**src/rtl/frame_injector_mp.sv**
```systemverilog
// Button-driven frame injector: queues send requests and launches them per port.
// Optional `FRAME_INJ_DEBOUNCE_EN adds a button debounce filter.
module frame_injector_mp #(
  parameter int              NUM_PORTS    = 4,
  parameter int              ADDR_W       = 4,
  parameter int              PAYLOAD_W    = 4,
  parameter int              FIFO_DEPTH   = 4,
  parameter logic [ADDR_W-1:0] MAC_BASE   = 4'hA,
  parameter logic [3:0]      SFD          = 4'b0101,
  parameter int              TIMEOUT_CYC  = 1024,
  parameter int              DEBOUNCE_CYC = 16,
  localparam int FRAME_W = 4 + 2*ADDR_W + PAYLOAD_W,
  localparam int CW      = $clog2(FIFO_DEPTH) + 1
) (
  input  logic                 clk,
  input  logic                 rst,
  input  logic                 send_btn,
  input  logic [ADDR_W-1:0]    dst_addr,
  input  logic [ADDR_W-1:0]    src_addr,
  input  logic [PAYLOAD_W-1:0] payload,
  input  logic [NUM_PORTS-1:0] tx_busy,
  input  logic [NUM_PORTS-1:0] rx_valid,
  output logic [FRAME_W-1:0]   tx_frame,
  output logic [NUM_PORTS-1:0] tx_valid,
  output logic [NUM_PORTS-1:0] rx_flags,
  output logic [7:0]           rx_count,
  output logic [CW-1:0]        fifo_count,
  output logic                 drop_pulse,
  output logic                 timeout_pulse,
  output logic                 busy
);

  localparam int PW = (NUM_PORTS > 1) ? $clog2(NUM_PORTS) : 1;
  localparam int AW = $clog2(FIFO_DEPTH);
  localparam int TW = $clog2(TIMEOUT_CYC + 1);

  typedef enum logic [1:0] {IDLE, LAUNCH, WAIT} state_t;

  logic btn_f;

`ifdef FRAME_INJ_DEBOUNCE_EN
  localparam int DW = $clog2(DEBOUNCE_CYC + 1);
  logic          filt_q;
  logic [DW-1:0] dcnt_q;

  always_ff @(posedge clk) begin
    if (rst) begin
      filt_q <= 1'b0;
      dcnt_q <= '0;
    end else if (send_btn == filt_q) begin
      dcnt_q <= '0;
    end else if (dcnt_q == DW'(DEBOUNCE_CYC - 1)) begin
      filt_q <= send_btn;
      dcnt_q <= '0;
    end else begin
      dcnt_q <= dcnt_q + 1'b1;
    end
  end

  assign btn_f = filt_q;
`else
  assign btn_f = send_btn;
`endif

  state_t               state_q, state_d;
  logic                 btn_prev_q;
  logic [NUM_PORTS-1:0] rx_prev_q, rise;
  logic [PW-1:0]        port_mem [FIFO_DEPTH];
  logic [FRAME_W-1:0]   frm_mem  [FIFO_DEPTH];
  logic [AW-1:0]        wp_q, rp_q;
  logic [CW-1:0]        cnt_q, cnt_d;
  logic [TW-1:0]        timer_q, timer_d;
  logic [FRAME_W-1:0]   tx_frame_q, tx_frame_d;
  logic [NUM_PORTS-1:0] tx_valid_q, tx_valid_d;
  logic [NUM_PORTS-1:0] flags_q, flags_d;
  logic [7:0]           rxc_q, rxc_d;
  logic                 drop_q, drop_d, to_q, to_d;
  logic                 send_ev, mapped, full, push, pop;
  logic [ADDR_W-1:0]    src_off;
  logic [PW-1:0]        hp;
  logic [8:0]           sum;

  assign send_ev = btn_f & ~btn_prev_q;
  assign src_off = src_addr - MAC_BASE;
  assign mapped  = 32'(src_off) < 32'(NUM_PORTS);
  assign full    = cnt_q == CW'(FIFO_DEPTH);
  assign push    = send_ev & mapped & ~full;
  assign pop     = state_q == LAUNCH;
  assign drop_d  = send_ev & (full | ~mapped);
  assign cnt_d   = cnt_q + CW'(push) - CW'(pop);
  assign rise    = rx_valid & ~rx_prev_q;
  assign hp      = port_mem[rp_q];

  always_ff @(posedge clk) begin
    if (push) begin
      port_mem[wp_q] <= PW'(src_off);
      frm_mem[wp_q]  <= {SFD, dst_addr, src_addr, payload};
    end
  end

  always_comb begin
    state_d    = state_q;
    tx_valid_d = '0;
    tx_frame_d = tx_frame_q;
    timer_d    = timer_q;
    to_d       = 1'b0;
    unique case (state_q)
      IDLE: begin
        if (cnt_q != '0 && !tx_busy[hp]) begin
          state_d    = LAUNCH;
          tx_valid_d = NUM_PORTS'(1) << hp;
          tx_frame_d = frm_mem[rp_q];
        end
      end
      LAUNCH: begin
        state_d = WAIT;
        timer_d = '0;
      end
      WAIT: begin
        // A delivery that rose during LAUNCH survives only in the flags.
        if (|rise || |flags_q) begin
          state_d = IDLE;
        end else if (timer_q == TW'(TIMEOUT_CYC - 1)) begin
          state_d = IDLE;
          to_d    = 1'b1;
        end else begin
          timer_d = timer_q + 1'b1;
        end
      end
      default: state_d = IDLE;
    endcase
  end

  always_comb begin
    flags_d = (pop ? '0 : flags_q) | rise;
    sum     = {1'b0, rxc_q};
    for (int i = 0; i < NUM_PORTS; i++) sum = sum + 9'(rise[i]);
    rxc_d   = (sum > 9'd255) ? 8'd255 : sum[7:0];
  end

  always_ff @(posedge clk) begin
    if (rst) begin
      state_q    <= IDLE;
      btn_prev_q <= 1'b0;
      rx_prev_q  <= '0;
      wp_q       <= '0;
      rp_q       <= '0;
      cnt_q      <= '0;
      timer_q    <= '0;
      tx_frame_q <= '0;
      tx_valid_q <= '0;
      flags_q    <= '0;
      rxc_q      <= '0;
      drop_q     <= 1'b0;
      to_q       <= 1'b0;
    end else begin
      state_q    <= state_d;
      btn_prev_q <= btn_f;
      rx_prev_q  <= rx_valid;
      wp_q       <= wp_q + AW'(push);
      rp_q       <= rp_q + AW'(pop);
      cnt_q      <= cnt_d;
      timer_q    <= timer_d;
      tx_frame_q <= tx_frame_d;
      tx_valid_q <= tx_valid_d;
      flags_q    <= flags_d;
      rxc_q      <= rxc_d;
      drop_q     <= drop_d;
      to_q       <= to_d;
    end
  end

  assign tx_frame      = tx_frame_q;
  assign tx_valid      = tx_valid_q;
  assign rx_flags      = flags_q;
  assign rx_count      = rxc_q;
  assign fifo_count    = cnt_q;
  assign drop_pulse    = drop_q;
  assign timeout_pulse = to_q;
  assign busy          = state_q != IDLE;

endmodule

```
**config.mk**
```make
export PLATFORM = sky130hd
export DESIGN_NAME = frame_injector_mp
export DESIGN_NICKNAME = d
export VERILOG_FILES = /design/src/rtl/frame_injector_mp.sv
export SDC_FILE = /design/constraint.sdc
export NUM_CORES = 1
export LEC_CHECK = 0
export BUFFER_PORTS_ARGS = -buffer_cell sky130_fd_sc_hd__buf_2
export CORE_MARGIN = 2
export CORE_UTILIZATION = 61
export DETAILED_ROUTE_END_ITERATION = 6
export PLACE_DENSITY = 0.85
export RECOVER_POWER = 50
export SYNTH_ARGS = -nofsm -noshare
export SYNTH_HDL_FRONTEND = slang
export SYNTH_SLANG_ARGS = --single-unit
export TNS_END_PERCENT = 30
```
**constraint.sdc**
```tcl
create_clock -name clk -period 6.5 [get_ports clk]
set_input_delay 0.65 -clock clk [delete_from_list [all_inputs] [get_ports clk]]
set_output_delay 0.65 -clock clk [all_outputs]
set_load 0.05 [all_outputs]
```
==> impl_results.md <==
- Run status: complete, but fails checks
- Failing checks: capacitance limit, slew limit
- Buf+Inv Stages, Crit Path: 4
- CP Capture Type: flop
- Final hold vios: 0
- Chip Height: 89.0 um
- First-pass iteration count of the detailed router: 4
- Number of buffers created by CTS: 9
- Dpl hpwl: 5760 um
- Vias in the first global route: between 2000 and 3000
- CP Cell Sequence: clkbuf_1, inv_1, ha_1, xor2_1, nand2_1, a21oi_1, nand3b_1, ha_1, inv_1, ha_1, inv_1, fa_1, xor2_1, xnor2_1, nor2_1
- Clock Pin Slew Worst Setup and Hold Paths: approximately 110 ps
- Slew margin rel.: -42.7%
- Resize count post-CTS: 0
- LEAKAGE: 1.69 nW
- GP Congestion: around 0.78
- Syn Inst Count: approximately 340
- WS Path Type: in -> reg
- PwrDens: about 390 nW/um2
- CP peak stage delay: 380 ps
- Worst Hold Class: reg -> reg
- Initial antenna violation count: 0
- 1st-iter DRT viols: roughly 140
- Total track usage: between 20% and 30%
- Unrepaired setup endpoints after global routing: false
- Clock Sinks: roughly 110
- Global route overflow: 0
- Least-Margin Pin Slew: approximately 2100 ps
- Drt wl/cell: about 17 um
- First-pass GRT wire length: between 10000 and 15000 um
- Setup Skew: 7.15 ps
- Pin count of the biggest net entering global routing: 50
- # port buffers: 58
- Worst EP required: 6690 ps
- Max Slew Vio Count: 50
- N_diodes: 0
- FMAX: 0.339 GHz
- Layout cells sized above 1: about 14%
- Syn-to-layout area delta: 11.2%
- Seq/Total Area, Yosys: approximately three fifths
- Cts hold-fix bufs: 0
- Syn Area/Cell: 12.8 um2
- Number of flops mapped to enable cells by yosys: 52
- Vias per std cell: between 5 and 6
- Clock buffer depth: 2
- H-tree depth: 3
- Max Cap Viol: 1
- Die ar.: between 7000 and 8000 um2
- WHS: 457 ps
- Core ar.: ~6900 um2
- Clock latency at the later pin of the worst-skew pair: approximately 370 ps
- Peak fanout along the critical path: 5
- Register bit total from synthesis: around 110
- Arrival time worst endpoint: between 3000 and 4000 ps
- Vias: 2861
- DR DRC count: 0
- CTS tree: yes
- IO Pins: just over 60
- Period utilisation layout: approximately 45%
- Initial Utilization: between 60% and 70%
- Critical path's top delay family: adder cells
- Netlist cell types: 51
- Post-synth ARST share: 0%
- Final Critical Period: 2950 ps
- Worst Setup Start Kind: input port
- Die width: around 90 um
- CTS Root Buffer Type: clkbuf_8
- Syn. warnings: 0
- Site Rows: 30
- Post-layout nets: approximately 430
- Maximum vdd drop: ~240 uV
- Post-route ant nets: 0
- Ys flop type: dfxtp_1
- Post-CTS setup buffers: 0
- Setup tns final: 0 ps
- Mapped cell area: approximately 4400 um2
- Routed wire length: 8410 um
- CP max stage cell: fa_1
- Final setup fails: 0
==> per-layer routing <==
layer | GRT usage, % | part of all wire, % | routed length (um) | up-vias
li1 | - | - | - | 1380
met1 | 28.5 | 42 | 3530 | 1385
met2 | 38.4 | 51 | 4260 | 84
met3 | 5.82 | 6.0 | 506 | 12
met4 | 6.24 | 1.3 | 106 | 0
met5 | 0 | 0 | 0 | -
==> power breakdown <==
part           total [W]  internal (W)  switching, W
Clock           0.000403      0.000155      0.000248
Sequential      0.000843      0.000775     0.0000678
Combinational   0.000649      0.000202      0.000447
==> synth_stat cells, drive strengths merged, types with 4 or more instances <==
cell type / n / area share, %
mux4: 13 / 6.6
clkbuf: 9 / 0.80
xor2: 5 / 0.99
nand2b: 4 / 0.57
a21oi: 34 / 3.9
nand3: 17 / 1.9
inv: 14 / 1.2
nor2: 12 / 1.0
nor3: 6 / 0.68
ha: 10 / 2.8
xnor2: 4 / 0.80
fa: 4 / 1.8
dfxtp: 56 / 25
nor3b: 4 / 0.68
nor2b: 10 / 1.4
or3: 4 / 0.57
buf: 8 / 1.1
o21ai: 19 / 2.2
or4: 5 / 0.94
nand2: 16 / 1.4
nand4: 5 / 0.71
edfxtp: 52 / 35
==> through the flow <==
stage	instances	area (um2)	setup slack (ps)	power [W]	util [%]
6_report	498	4900	3550	0.00189	70.9
2_1_floorplan	344	4410	3620	0.00138	-
4_1_cts	498	4950	3610	0.00192	71.7
5_1_grt	498	4900	3320	0.00199	70.9
3_5_place_dp	482	4750	3250	0.00151	68.8
3_3_place_gp	482	4750	3490	0.00149	68.8
==> logic make-up after synthesis <==
group | synth area share (%)
AOI/OAI and AO/OA | 8.89
xor gates and xnor gates | 1.79
adders and majority gates | 4.66
buffers and inverters | 3.13
DFF | 60.9
muxes | 7.27
other | 0.0852
and+or+nand+nor | 13.2
==> flip-flops by register name, indices dropped and copies added (netlist names) <==
name / cells
btn_prev_q: 1
drop_pulse: 1
fifo_count: 3
frm_mem: 48
port_mem: 4
rp_q: 2
rx_count: 8
rx_flags: 4
rx_prev_q: 4
state_q: 2
timeout_pulse: 1
timer_q: 11
tx_frame: 13
tx_valid: 4
wp_q: 2
==> placed cells by master (no fill, tap or decap), types with 13 or more instances in the layout <==
master    count
nand3_1      17
dfxtp_1      56
clkbuf_1     45
mux4_2       13
a21oi_1      34
nand2_1      15
inv_1        14
edfxtp_1     52
buf_2        13
o21ai_0      19
==> worst paths after layout <==
check / start / end / slack, ps / depth (start not counted)
max reg2reg: rp_q[0]$_SDFF_PP0_ / state_q[0]$_SDFFE_PP0P_ / 3620 / 5
max: src_addr[1] / fifo_count[2]$_SDFF_PP0_ / 3550 / 15
min reg2reg: btn_prev_q$_SDFF_PP0_ / drop_pulse$_SDFF_PP0_ / 460 / 1
min: btn_prev_q$_SDFF_PP0_ / drop_pulse$_SDFF_PP0_ / 460 / 1
==> cell type report <==
cell class                      count  area, um2
Tap cell                           96        120
Multi-Input combinational cell    205       1600
Clock buffer                        9        124
Inverter                           14       52.6
Sequential cell                   108       2680
Fill cell                         516       2010
Timing Repair Buffer               59        241
Clock inverter                      7       78.8
==> worst reg2reg max path, cell delays in order, from the launching register on <==
cell,delay [ps]
dfxtp_1,960
mux4_2,730
mux2i_2,250
a22oi_2,440
o21ai_0,150
nor3b_1,160
Power figures use the tool's default switching activity.
